File: src/rtl/uart_tx.sv
// uart_tx: byte-oriented UART transmitter with a small circular FIFO.
// Frames are start bit, 8 data bits LSB first, optional even parity, one stop bit.
// Optional feature macro: UART_TX_PARITY_EN (adds the PARITY state and one even-parity bit).
// The serial line, busy flag and all FSM state are registered; data_in_ready is
// decoded directly from the registered FIFO count.

module uart_tx #(
    parameter int CLKS_PER_BIT    = 218,
    parameter int FIFO_DEPTH_LOG2 = 2
) (
    input  logic       clk,
    input  logic       rst_n,
    input  logic [7:0] data_in,
    input  logic       data_in_valid,
    output logic       data_in_ready,
    output logic       uart_tx_out,
    output logic       busy
);

    localparam int DEPTH = 1 << FIFO_DEPTH_LOG2;
    localparam int PW    = FIFO_DEPTH_LOG2;
    localparam int CW    = FIFO_DEPTH_LOG2 + 1;

    localparam logic [15:0]   BAUD_LAST = 16'(CLKS_PER_BIT - 1);
    localparam logic [15:0]   BAUD_ONE  = 16'd1;
    localparam logic [15:0]   BAUD_ZERO = 16'd0;
    localparam logic [PW-1:0] PTR_ONE   = PW'(1);
    localparam logic [PW-1:0] PTR_ZERO  = PW'(0);
    localparam logic [CW-1:0] CNT_ONE   = CW'(1);
    localparam logic [CW-1:0] CNT_ZERO  = CW'(0);
    localparam logic [CW-1:0] CNT_FULL  = CW'(DEPTH);
    localparam logic [2:0]    BIT_LAST  = 3'd7;

    typedef enum logic [2:0] {
        ST_IDLE   = 3'd0,
        ST_START  = 3'd1,
        ST_DATA   = 3'd2,
        ST_STOP   = 3'd4
`ifdef UART_TX_PARITY_EN
        , ST_PARITY = 3'd3
`endif
    } state_t;

`ifdef UART_TX_PARITY_EN
    // Even parity: the parity bit makes the total count of ones even.
    function automatic logic even_parity(input logic [7:0] b);
        return ^b;
    endfunction
`endif

    // FIFO storage and bookkeeping
    logic [7:0]    mem_r [DEPTH];
    logic [PW-1:0] wr_ptr_r;
    logic [PW-1:0] rd_ptr_r;
    logic [CW-1:0] count_r;
    logic [CW-1:0] count_next_s;
    logic          push_s;
    logic          pop_s;
    logic          fifo_empty_s;

    // Transmit FSM
    state_t        state_r;
    state_t        state_next_s;
    logic [15:0]   baud_r;
    logic [15:0]   baud_next_s;
    logic [2:0]    bit_r;
    logic [2:0]    bit_next_s;
    logic [7:0]    shift_r;
    logic [7:0]    shift_next_s;
    logic          line_r;
    logic          line_next_s;
    logic          busy_r;
    logic          baud_done_s;
`ifdef UART_TX_PARITY_EN
    logic          parity_r;
    logic          parity_next_s;
`endif

    assign data_in_ready = (count_r != CNT_FULL);
    assign push_s        = data_in_valid && data_in_ready;
    assign fifo_empty_s  = (count_r == CNT_ZERO);
    assign uart_tx_out   = line_r;
    assign busy          = busy_r;

    // Next FIFO occupancy; a simultaneous push and pop leaves it unchanged.
    always_comb begin
        count_next_s = count_r;
        case ({push_s, pop_s})
            2'b10:   count_next_s = count_r + CNT_ONE;
            2'b01:   count_next_s = count_r - CNT_ONE;
            default: count_next_s = count_r;
        endcase
    end

    // FIFO pointers and count; pointers wrap naturally at the depth.
    always_ff @(posedge clk or negedge rst_n) begin
        if (!rst_n) begin
            wr_ptr_r <= PTR_ZERO;
            rd_ptr_r <= PTR_ZERO;
            count_r  <= CNT_ZERO;
        end else begin
            if (push_s) begin
                wr_ptr_r <= wr_ptr_r + PTR_ONE;
            end
            if (pop_s) begin
                rd_ptr_r <= rd_ptr_r + PTR_ONE;
            end
            count_r <= count_next_s;
        end
    end

    // FIFO data array; contents need no reset since count gates every read.
    always_ff @(posedge clk) begin
        if (push_s) begin
            mem_r[wr_ptr_r] <= data_in;
        end
    end

    // Next-state and next-line logic of the frame sequencer.
    always_comb begin
        state_next_s = state_r;
        baud_next_s  = baud_r;
        bit_next_s   = bit_r;
        shift_next_s = shift_r;
        line_next_s  = line_r;
        pop_s        = 1'b0;
`ifdef UART_TX_PARITY_EN
        parity_next_s = parity_r;
`endif
        baud_done_s  = (baud_r == BAUD_LAST);

        case (state_r)
            ST_IDLE: begin
                line_next_s = 1'b1;
                baud_next_s = BAUD_ZERO;
                bit_next_s  = 3'd0;
                if (!fifo_empty_s) begin
                    pop_s        = 1'b1;
                    shift_next_s = mem_r[rd_ptr_r];
`ifdef UART_TX_PARITY_EN
                    parity_next_s = even_parity(mem_r[rd_ptr_r]);
`endif
                    state_next_s = ST_START;
                    line_next_s  = 1'b0;
                end else begin
                    state_next_s = ST_IDLE;
                end
            end

            ST_START: begin
                if (baud_done_s) begin
                    baud_next_s  = BAUD_ZERO;
                    bit_next_s   = 3'd0;
                    state_next_s = ST_DATA;
                    line_next_s  = shift_r[0];
                end else begin
                    baud_next_s = baud_r + BAUD_ONE;
                end
            end

            ST_DATA: begin
                if (baud_done_s) begin
                    baud_next_s = BAUD_ZERO;
                    if (bit_r == BIT_LAST) begin
`ifdef UART_TX_PARITY_EN
                        state_next_s = ST_PARITY;
                        line_next_s  = parity_r;
`else
                        state_next_s = ST_STOP;
                        line_next_s  = 1'b1;
`endif
                    end else begin
                        shift_next_s = shift_r >> 3'd1;
                        line_next_s  = shift_r[1];
                        bit_next_s   = bit_r + 3'd1;
                    end
                end else begin
                    baud_next_s = baud_r + BAUD_ONE;
                end
            end

`ifdef UART_TX_PARITY_EN
            ST_PARITY: begin
                if (baud_done_s) begin
                    baud_next_s  = BAUD_ZERO;
                    state_next_s = ST_STOP;
                    line_next_s  = 1'b1;
                end else begin
                    baud_next_s = baud_r + BAUD_ONE;
                end
            end
`endif

            ST_STOP: begin
                if (baud_done_s) begin
                    baud_next_s = BAUD_ZERO;
                    if (!fifo_empty_s) begin
                        // Back-to-back frame: no idle gap after the stop bit.
                        pop_s        = 1'b1;
                        shift_next_s = mem_r[rd_ptr_r];
`ifdef UART_TX_PARITY_EN
                        parity_next_s = even_parity(mem_r[rd_ptr_r]);
`endif
                        state_next_s = ST_START;
                        line_next_s  = 1'b0;
                    end else begin
                        state_next_s = ST_IDLE;
                        line_next_s  = 1'b1;
                    end
                end else begin
                    baud_next_s = baud_r + BAUD_ONE;
                end
            end

            default: begin
                state_next_s = ST_IDLE;
                baud_next_s  = BAUD_ZERO;
                bit_next_s   = 3'd0;
                line_next_s  = 1'b1;
            end
        endcase
    end

    // Sequencer state register; reset forces the line high immediately.
    always_ff @(posedge clk or negedge rst_n) begin
        if (!rst_n) begin
            state_r <= ST_IDLE;
            baud_r  <= BAUD_ZERO;
            bit_r   <= 3'd0;
            shift_r <= 8'h00;
            line_r  <= 1'b1;
            busy_r  <= 1'b0;
`ifdef UART_TX_PARITY_EN
            parity_r <= 1'b0;
`endif
        end else begin
            state_r <= state_next_s;
            baud_r  <= baud_next_s;
            bit_r   <= bit_next_s;
            shift_r <= shift_next_s;
            line_r  <= line_next_s;
            busy_r  <= (state_next_s != ST_IDLE) || (count_next_s != CNT_ZERO);
`ifdef UART_TX_PARITY_EN
            parity_r <= parity_next_s;
`endif
        end
    end

endmodule

File: config.mk
export PLATFORM = sky130hd
export DESIGN_NAME = uart_tx
export DESIGN_NICKNAME = d
export VERILOG_FILES = /design/src/rtl/uart_tx.sv
export SDC_FILE = /design/constraint.sdc
export NUM_CORES = 1
export LEC_CHECK = 0
export ABC_AREA = 1
export CAP_MARGIN = 20
export CORE_MARGIN = 3
export CORE_UTILIZATION = 55
export DETAILED_ROUTE_END_ITERATION = 8
export PLACE_DENSITY_LB_ADDON = 0.15
export SLEW_MARGIN = 20
export SYNTH_ARGS = -nofsm -noshare
export SYNTH_HDL_FRONTEND = slang
export SYNTH_SLANG_ARGS = --single-unit
File: constraint.sdc
create_clock -name clk -period 3.1 [get_ports clk]
set_input_delay 0.31 -clock clk [delete_from_list [all_inputs] [get_ports clk]]
set_output_delay 0.31 -clock clk [all_outputs]
set_load 0.02 [all_outputs]
## Word-level counts from Yosys, hierarchy flattened

Memories as Yosys holds them, arrays and structs flattened.
Cells that the tools add are included.
Widths: inputs -> output; s select.

- Bits in registers: 39
- RAM bits: 32
- Output and inout bits: 3
- Memories kept: 1

Memories:

| memory | words | width | read ports | clocked after memory_dff | wr ports | RTL line | RTL |
|---|---|---|---|---|---|---|---|
| mem_r | 4 | 8 | 1 | 0 | 1 | 52 | `logic [7:0] mem_r [DEPTH];` |

- Add/subtract/negate cells: 6
- Eq/ne operators: 12
- Mux-type cells: 29
- Bitwise logic cells: 1
- Reductions and logical operators: 11

Operator list:

| cell | number |
|---|---|
| $mux 16 | 2 |
| $mux 8 | 4 |
| $pmux 8 s3 | 1 |
| $mux 3 | 7 |
| $add 16x1->16 const B | 1 |
| $eq 16x8->1 const B | 1 |
| $pmux 3 s4 | 1 |
| $mux 1 | 10 |
| $pmux 3 s3 | 1 |
| $reduce_bool 3->1 | 3 |
| $ne 2x2->1 const B | 4 |
| $reduce_and 4->1 | 2 |
| $add 3x1->3 const B | 2 |
| $eq 3x3->1 const B | 2 |
| $logic_not 3->1 | 2 |
| $pmux 3 s2 | 1 |
| $add 2x1->2 const B | 2 |
| $pmux 1 s4 | 1 |
| $eq 3x1->1 const B | 1 |
| $eq 3x2->1 const B | 1 |
| $ne 3x3->1 const B | 1 |
| $reduce_and 3->1 | 1 |
| $reduce_or 3->1 | 1 |
| $sub 3x1->3 const B | 1 |
| 6 further kinds | 6 |

## Depth between registers and ports, before layout

Gate-level depths: netlist (run 1).

- Depth after elaboration: 8
- Mapped depth: 18
- Mapped depth without buffers: 18

## Least setup slack after synthesis (run 1)

No wires, ideal clock.

- Kind: register to register
- Start point: register baud_r[1]
- End point: register busy_r, in the netlist busy
- Library setup time: 0.128 ns
- Data arrival time: 2.237 ns
- Data required time: 2.972 ns
- Path slack: 0.735 ns
- Stages on the path, launching flop included: 17
- Path buffers: 0
- Clock period less this slack: 2.365 ns
- Path through: dfrtp_1 inv_1 ha_1 nand3b_1 nor2_4 nand2_4 nand2_1 nand2_1 inv_1 ha_1 inv_1 fa_1 o21ai_0 nor2_1 nand3_1 nor2_1 nand3_1

- Cells in the longest elaborated chain, start to end: 7
- Elaborated cells between the ends (all ways): 13

Ends and longest elaborated chain:

| item | RTL line | RTL |
|---|---|---|
| start, declared | 64 | `logic [15:0] baud_r;` |
| start signal, assigned | 238 | `baud_r <= baud_next_s;` |
| $eq 16x8->1 * | 130 | `baud_done_s = (baud_r == BAUD_LAST);` |
| $mux 1 * | 195 | `if (baud_done_s) begin` |
| $pmux 1 s2 * | 132 | `case (state_r)` |
| net pop_s | 58 | `logic pop_s;` |
| $eq 2x1->1 or $eq 2x2->1 (tied branches) | 88 | `case ({push_s, pop_s})` |
| $pmux 3 s2 * | 88 |  |
| net count_next_s[1] | 56 | `logic [CW-1:0] count_next_s;` |
| $reduce_bool 3->1 * | 242 | `busy_r <= (state_next_s != ST_IDLE) \|\| (count_next_s != CNT_ZERO);` |
| $logic_or 1x1->1 * | 242 |  |
| end signal, assigned | 242 |  |
| end, declared | 72 | `logic busy_r;` |

The timed path passes the listed nets; every way through them passes the cells marked *.
A chain may end at the register's enable or synchronous reset.

## Final worst setup path (run 1)

Ends and elaborated chain as after synthesis.

==> results.json, run 1 <==
{
  "status": "finished, final reports clean",
  "synth-warning-count": 0,
  "finalCriticalPeriod_ns": 2.575,
  "p_leak_uw": 0.001797,
  "fmax_mhz": 388.3,
  "cts.sinks": 71,
  "synth_cell_types": 35,
  "grt_usage_pct": 20.28,
  "synth-edff-count": 32,
  "syn2layout_area_growth_pct": 10.09,
  "ant_nets": 0,
  "port_buffers": 13,
  "cts_tree": "done",
  "clock-root-buffer": "clkbuf_8",
  "p_per_area_mw_per_mm2": 766.4,
  "cts_buffers": 9,
  "slew_viol_final": 0,
  "clk_pin_slew_ns": 0.08,
  "chipHeight_um": 87.28,
  "cp.required_ns": 3.32,
  "io-pin-count": 14,
  "synthCells": 404,
  "yosys.area.top_type": "edfxtp_1",
  "synth_top_area_share_pct": 26.45,
  "drc_errors": 0,
  "ir_drop_mv": 0.5786,
  "multi_input_area_mm2": 0.001471,
  "crit_type": "flop to flop",
  "route.vias.total": 2639,
  "reg2reg_depth": 16,
  "routed_wl_mm": 6.794,
  "syn_nets": 425,
  "ys_ff_latch": 71,
  "finalSetupViolations": 0,
  "regArea_mm2": 0.001938,
  "seq_area_frac_synth_pct": 53.34,
  "finalSetupTns_ns": 0,
  "vias_per_cell": 5.267,
  "synthArstFlopShare_pct": 54.93,
  "fp.dieArea_mm2": 0.007618,
  "syn_area_per_cell_um2": 8.994,
  "cts_resized": 0,
  "fin_skew_ns": 0.009349,
  "end_kind": "flop",
  "cts_hold_buf": 0,
  "final_nets": 442,
  "place_congestion": 0.8283,
  "rows": 28,
  "worstMarginPinSlew_ns": 0.9537,
  "hold_viol": 0,
  "core_mm2": 0.006166,
  "avgRoutedWirePerCell_um": 13.56,
  "max-cap-violations": 0,
  "whs_ns": 0.08051,
  "rsz0062_at_grt": "no",
  "layout-drive-gt1-share_pct": 12.21,
  "yosysMostFrequentCell": "nand2_1",
  "grt_pass1_wl_mm": 11.70,
  "worstPathArrival_ns": 2.79,
  "antenna_found_initial": 0,
  "start_util_pct": 58.93,
  "dp_hpwl_mm": 4.756,
  "htree_levels": 3,
  "synthTopCellsByArea": "edfxtp_1, dfrtp_1, nand2_1",
  "post_cts_buffers": 0,
  "grt_max_degree": 40,
  "firstDrtPassIters": 5,
  "antenna_cells": 0,
  "netlist_top_cells_count": "nand2_1, nor2_1, nand3_1",
  "first_global_vias": 2570,
  "grt_overflow": 0,
  "num-fill-cells": 502,
  "synth_area_mm2": 0.003633,
  "finalCritPeriodShare_pct": 83.07,
  "cp-start-kind": "flop",
  "ys.flop_type": "dfrtp_1",
  "hold_path_class": "primary input to asynchronous set/reset pin",
  "die_w_um": 87.28,
  "dr.first_iter.drc_count": 104,
  "clockBufferDepth": 2,
  "clk_latency_ns": 0.35,
  "slew_headroom_pct": 36.19,
  "cp_max_fo": 5
}
==> registers in the layout (all words and copies together) (netlist names) <==
signal       count
baud_r          16
bit_r            3
busy             1
count_r          3
mem_r           32
rd_ptr_r         2
shift_r          8
state_r          3
uart_tx_out      1
wr_ptr_r         2
==> power breakdown <==
part / leakage (uW) / total, uW / internal (uW) / switching [uW]
combinational: 0.000912 / 936 / 339 / 597
sequential: 0.000790 / 1400 / 1230 / 176
clock: 0.0000956 / 727 / 372 / 355
total: 0.00180 / 3070 / 1940 / 1130
==> metrics by stage <==
stage	power (uW)	utilization, %	std cells	setup WS [ns]	instance area, um2
3_3_place_gp	2329	61.69	485	0.6036	3804
6_report	3066	64.87	501	0.5249	4000
5_1_grt	3308	64.87	501	0.3020	4000
4_1_cts	3096	64.87	501	0.5106	4000
3_5_place_dp	2365	61.69	485	0.5331	3804
2_1_floorplan	2102	-	404	0.7345	3633
==> critical path: stages, from the launching register on <==
cell      delay [ns]
dfrtp_1         0.39
inv_1           0.06
ha_1            0.17
nand3b_1        0.13
nor2_4          0.14
nand2_4         0.11
nand2_1         0.08
nand2_1         0.10
inv_1           0.07
ha_1            0.15
inv_1           0.07
fa_1            0.48
o21ai_0         0.10
nor2_1          0.12
nand3_1         0.08
nor2_1          0.10
nand3_1         0.08
==> worst paths after layout <==
path | start | endpoint | slack (ns)
max in group asynchronous | rst_n | state_r[1] | 2.47
min reg2reg | shift_r[2] | shift_r[2] | 0.48
min in group clk | shift_r[2] | shift_r[2] | 0.48
max | baud_r[1] | busy | 0.52
max reg2reg | baud_r[1] | busy | 0.52
min | rst_n | shift_r[4] | 0.08
==> kinds of logic after synthesis <==
family                   count (synthesis)  share of synthesized area, %
flip-flops                              71                         53.34
AND/OR/NAND/NOR                        244                         31.20
buffers and inverters                   53                         6.164
AO/OA/AOI/OAI                           13                         2.514
XOR/XNOR                                13                         3.134
adder cells (fa/ha/maj)                 10                         3.650
==> cells in the final DEF, fill, tap and decap left out, types with 4 or more instances in the layout <==
master,count
nand2_1,113
nor2_1,52
nand3_1,40
inv_1,39
dfrtp_1,38
edfxtp_1,32
clkdlybuf4s50_1,12
xor2_1,11
nand4_1,10
ha_1,9
clkbuf_8,9
nor2_2,7
nand2_2,6
inv_2,6
nor3_1,5
a21oi_1,4
o21ai_1,4
==> routing by layer <==
metal | wire, um | share of wire (%) | GRT usage, %
met1 | 3235 | 48 | 27.46
met2 | 3174 | 47 | 31.92
met3 | 282 | 4.2 | 4.068
met4 | 102 | 1.5 | 8.368
met5 | 0 | 0 | 0
==> cell type report <==
cell class	count	share of cell area (%)
Tap cell	75	2.346
Multi-Input combinational cell	280	36.78
Timing Repair Buffer	13	3.128
Sequential cell	71	48.45
Inverter	46	4.379
Clock buffer	9	3.097
Clock inverter	7	1.814
No activity file was read; power rests on OpenSTA's default activity.
==> inputs of run 2 (changes only) <==
==> constraint.sdc (replaced) <==
create_clock -name clk -period 2.1 [get_ports clk]
set_input_delay 0.21 -clock clk [delete_from_list [all_inputs] [get_ports clk]]
set_output_delay 0.21 -clock clk [all_outputs]
set_load 0.02 [all_outputs]
==> results.json, run 2 (synthesis gave the netlist of run 1 again) <==
{
  "p_leak_uw": 0.001968,
  "fp.dieArea_mm2": 0.007618,
  "chipHeight_um": 87.28,
  "dp_hpwl_mm": 5.310,
  "largest_register": "mem_r",
  "syn2layout_area_growth_pct": 18.42,
  "finalSetupTns_ns": -0.2317,
  "firstDrtPassIters": 5,
  "cts_buffers": 9,
  "fin_skew_ns": 0.007832,
  "clk_latency_ns": 0.34,
  "status": "complete, but fails checks",
  "start_util_pct": 58.93,
  "worstMarginPinSlew_ns": 0.4428,
  "grt_usage_pct": 21.80,
  "cp_max_fo": 2,
  "top_regs": "mem_r: 32 flops, baud_r: 16 flops, shift_r: 8 flops",
  "whs_ns": 0.3384,
  "fmax_mhz": 428.9,
  "layout-drive-gt1-share_pct": 21.09,
  "p_per_area_mw_per_mm2": 1120,
  "cp-start-kind": "flop",
  "place_congestion": 0.9155,
  "port_buffers": 13,
  "crit_type": "flop to flop",
  "timing.final.ws_setup_ns": -0.2317,
  "cp.required_ns": 2.31,
  "slew_headroom_pct": 70.48,
  "clockBufferDepth": 2,
  "io-pin-count": 14,
  "avgRoutedWirePerCell_um": 13.75,
  "violations": "setup timing",
  "hold_path_class": "primary input to asynchronous set/reset pin",
  "r2r_slack_ns": -0.23,
  "htree_levels": 3,
  "ant_nets": 0,
  "finalCritPeriodShare_pct": 111.0,
  "die_w_um": 87.28,
  "final_nets": 476,
  "rows": 28,
  "first_global_vias": 2812,
  "clock-root-buffer": "clkbuf_8",
  "dr.first_iter.drc_count": 210,
  "hold_viol": 0,
  "ir_drop_mv": 0.7386,
  "grt_overflow": 0,
  "regArea_mm2": 0.001938,
  "finalSetupViolations": 1,
  "clk_pin_slew_ns": 0.08,
  "worstPathArrival_ns": 2.54,
  "antenna_cells": 0,
  "multi_input_area_mm2": 0.001514,
  "cts.sinks": 71,
  "max-cap-violations": 0,
  "slew_viol_final": 0,
  "antenna_found_initial": 0,
  "layout_commonest_cell": "nand2_1",
  "largest_reg_flops": 32,
  "route.vias.total": 2797,
  "vias_per_cell": 5.228,
  "num-fill-cells": 467,
  "core_mm2": 0.006166,
  "layout_common_cells": "nand2_1, nor2_1, nand3_1",
  "cts_tree": "done",
  "rsz0062_at_grt": "yes",
  "drc_errors": 0,
  "end_kind": "flop",
  "finalCriticalPeriod_ns": 2.332,
  "routed_wl_mm": 7.355,
  "grt_max_degree": 23,
  "grt_pass1_wl_mm": 12.81
}
-- run 2: worst paths after layout --
| kind | from | to | depth (start not counted) |
|---|---|---|---|
| max | baud_r[1] | busy | 16 |
| min | rst_n | baud_r[8] | 2 |
| max reg2reg | baud_r[1] | busy | 16 |
| min reg2reg | shift_r[5] | shift_r[5] | 2 |
| max in group asynchronous | rst_n | shift_r[6] | 3 |
| min in group clk | shift_r[5] | shift_r[5] | 2 |
-- run 2: stage by stage --
| step | total power, uW | cells | setup slack [ns] | area [um2] | util [%] |
|---|---|---|---|---|---|
| after floorplan | 3124 | 404 | -0.1569 | 3654 | - |
| after global placement | 3615 | 514 | -0.06668 | 4041 | 65.54 |
| after detailed placement | 3695 | 514 | -0.1773 | 4041 | 65.54 |
| after CTS | 4774 | 531 | -0.2180 | 4248 | 68.89 |
| after global routing | 5179 | 535 | -0.3988 | 4303 | 69.78 |
| final | 4820 | 535 | -0.2317 | 4303 | 69.78 |
-- run 2: where the power goes --
group / leakage [uW] / total, uW / switching (uW) / internal, uW
Combinational: 0.00108 / 1740 / 1040 / 702
Sequential: 0.000790 / 2000 / 188 / 1810
Clock: 0.0000972 / 1080 / 532 / 551
Total: 0.00197 / 4820 / 1760 / 3060
-- run 2: layout make-up --
cell class | instances | area share [%]
Clock inverter | 7 | 1.687
Tap cell | 75 | 2.181
Sequential cell | 71 | 45.04
Multi-Input combinational cell | 280 | 35.18
Inverter | 46 | 4.129
Clock buffer | 9 | 2.879
Timing Repair Buffer | 47 | 8.898
-- run 2: metal layers --
metal | global-route usage [%] | vias to the layer above | part of all wire, %
met5 | 0 | - | 0
met4 | 8.508 | 0 | 1.3
met3 | 4.730 | 9 | 4.1
met2 | 34.73 | 53 | 49
met1 | 29.13 | 1337 | 46
li1 | - | 1398 | -
-- run 2: timing repair --
| action | CTS | global route |
|---|---|---|
| resized for setup | 0 | 9 |
| pin swaps | 0 | 4 |
| hold buffers | 1 | 0 |
| setup buffers | 0 | 4 |
| endpoints found under the hold margin | 16 | 0 |
| setup endpoints to repair | 1 | 3 |
-- run 2: worst max-delay path: stages, from the launching register on --
cell      delay [ns]
dfrtp_1         0.39
inv_1           0.06
ha_2            0.16
nand3b_1        0.12
nor2_4          0.12
nand2_4         0.05
nand2_2         0.06
nand2_2         0.06
inv_2           0.07
ha_4            0.14
inv_4           0.04
fa_2            0.51
o21ai_1         0.08
nor2_1          0.10
nand3_1         0.07
nor2_1          0.10
nand3_1         0.09
==> inputs of run 3 (changes only) <==
--- a/config.mk
+++ b/config.mk
@@ -10,7 +10,8 @@
 export CORE_MARGIN = 3
 export CORE_UTILIZATION = 55
 export DETAILED_ROUTE_END_ITERATION = 8
-export PLACE_DENSITY_LB_ADDON = 0.15
+export PLACE_DENSITY = 0.85
+export RECOVER_POWER = 100
 export SLEW_MARGIN = 20
 export SYNTH_ARGS = -nofsm -noshare
 export SYNTH_HDL_FRONTEND = slang
==> results.json, run 3 (synthesis gave the netlist of run 1 again) <==
{
  "grt_usage_pct": 21.43,
  "place_congestion": 0.8873,
  "first_global_vias": 2818,
  "timing.final.ws_setup_ns": -0.1921,
  "finalCriticalPeriod_ns": 2.292,
  "layout_common_cells": "nand2_1, nor2_1, nand3_1",
  "slew_viol_final": 0,
  "grt_pass1_wl_mm": 12.44,
  "rows": 28,
  "die_w_um": 87.28,
  "slew_headroom_pct": 36.38,
  "pre_cts_slack_ns": -0.1705,
  "layout-drive-gt1-share_pct": 18.34,
  "antenna_cells": 0,
  "violations": "setup timing",
  "finalCritPeriodShare_pct": 109.1,
  "crit_type": "flop to flop",
  "syn2layout_area_growth_pct": 16.22,
  "end_kind": "flop",
  "layout_commonest_cell": "nand2_1",
  "dr.first_iter.drc_count": 143,
  "cp.required_ns": 2.33,
  "worstPathArrival_ns": 2.53,
  "max-cap-violations": 0,
  "p_leak_uw": 0.001928,
  "drc_errors": 0,
  "grt_overflow": 0,
  "grt_max_degree": 40,
  "dpl_cell_area_mm2": 0.004041,
  "avgRoutedWirePerCell_um": 13.55,
  "dp_hpwl_mm": 5.064,
  "ant_nets": 0,
  "firstDrtPassIters": 4,
  "top_regs": "mem_r: 32 flops, baud_r: 16 flops, shift_r: 8 flops",
  "final_nets": 474,
  "largest_reg_flops": 32,
  "start_util_pct": 58.93,
  "routed_wl_mm": 7.224,
  "hold_path_class": "flop to flop",
  "htree_levels": 3,
  "worstMarginPinSlew_ns": 0.9543,
  "r2r_slack_ns": -0.19,
  "status": "complete, but fails checks",
  "cts_tree": "done",
  "port_buffers": 13,
  "io-pin-count": 14,
  "antenna_found_initial": 0,
  "cp_max_fo": 2,
  "clockBufferDepth": 2,
  "postLayoutCellArea_mm2": 0.004223,
  "fp.dieArea_mm2": 0.007618,
  "cts_buffers": 9,
  "vias_per_cell": 5.240,
  "cp-start-kind": "flop",
  "ir_drop_mv": 0.7775,
  "fmax_mhz": 436.3,
  "p_per_area_mw_per_mm2": 1109,
  "clk_pin_slew_ns": 0.08,
  "fin_skew_ns": 0.009001,
  "chipHeight_um": 87.28,
  "finalSetupViolations": 10,
  "core_mm2": 0.006166,
  "cts.sinks": 71,
  "largest_register": "mem_r",
  "rsz0062_at_grt": "yes",
  "clk_latency_ns": 0.36,
  "clock-root-buffer": "clkbuf_8",
  "hold_viol": 0,
  "route.vias.total": 2793
}
## run 3: cell types whose count changed in the layout (fill, tap and decap cells not counted), moves of 2 or more
cell             previous run  this run
dlygate4sd3_1               1        10
buf_4                      33        27
clkbuf_1                    0         4
inv_6                       1         3
nand3_1                    39        41
clkdlybuf4s50_1            12         3
nand2_2                    12         8
nand2_1                   107       111
## run 3: stage by stage
stage               hold slack [ns]  std cells  setup TNS [ns]  total power (uW)  utilization, %
finish                       0.4849        533         -0.5070              4683           68.49
floorplan                  -0.08559        404         -0.1569              3124               -
global route                 0.5134        533          -4.255              5047           68.49
global placement             0.3617        514        -0.07802              3600           65.54
CTS                          0.4669        531         -0.2358              4713           68.71
detailed placement           0.3752        514         -0.1941              3686           65.54
## run 3: worst paths after layout
check | cells after the start | startpoint | endpoint
worst max-delay path | 16 | baud_r[1] | busy
worst min-delay path | 2 | shift_r[4] | shift_r[4]
worst max register to register | 16 | baud_r[1] | busy
worst min register to register | 2 | shift_r[4] | shift_r[4]
max in group asynchronous | 2 | rst_n | baud_r[14]
min in group asynchronous | 2 | rst_n | baud_r[7]
## run 3: layer usage
layer  vias up  wire, um  track usage (%)
li1       1405         -                -
met1      1311      2845            23.01
met2        58      3820            38.42
met3        19       357            6.812
met4         0       201            9.066
met5         -         0                0
## run 3: timing repair
action	CTS	global route
setup buffers	0	2
gates resized for setup	0	4
endpoints found under the setup margin	2	2
hold buffers	1	0
hold endpoints to repair	38	0
pin swaps	0	1
## run 3: final cells by class
| cell class | instances | area, um2 |
|---|---|---|
| fill | 482 | 1943 |
| sequential | 71 | 1938 |
| multi-input combinational | 280 | 1478 |
| timing repair buffer | 45 | 352.8 |
| inverter | 46 | 175.2 |
| clock buffer | 9 | 123.9 |
| tap | 75 | 93.84 |
| clock inverter | 7 | 61.31 |
## run 3: where the power goes
group | switching [uW] | leakage, uW | internal (uW) | total [uW]
clock | 558 | 0.0000888 | 450 | 1010
sequential | 187 | 0.000790 | 1810 | 2000
combinational | 1020 | 0.00105 | 659 | 1680
## run 3: worst max-delay path: stages, from the launching register on
cell      delay (ns)
dfrtp_1         0.38
inv_1           0.06
ha_2            0.17
nand3b_1        0.12
nor2_4          0.12
nand2_4         0.06
nand2_2         0.07
nand2_2         0.07
inv_2           0.07
ha_4            0.12
inv_2           0.04
fa_2            0.52
o21ai_2         0.05
nor2_1          0.08
nand3_1         0.07
nor2_1          0.09
nand3_1         0.07
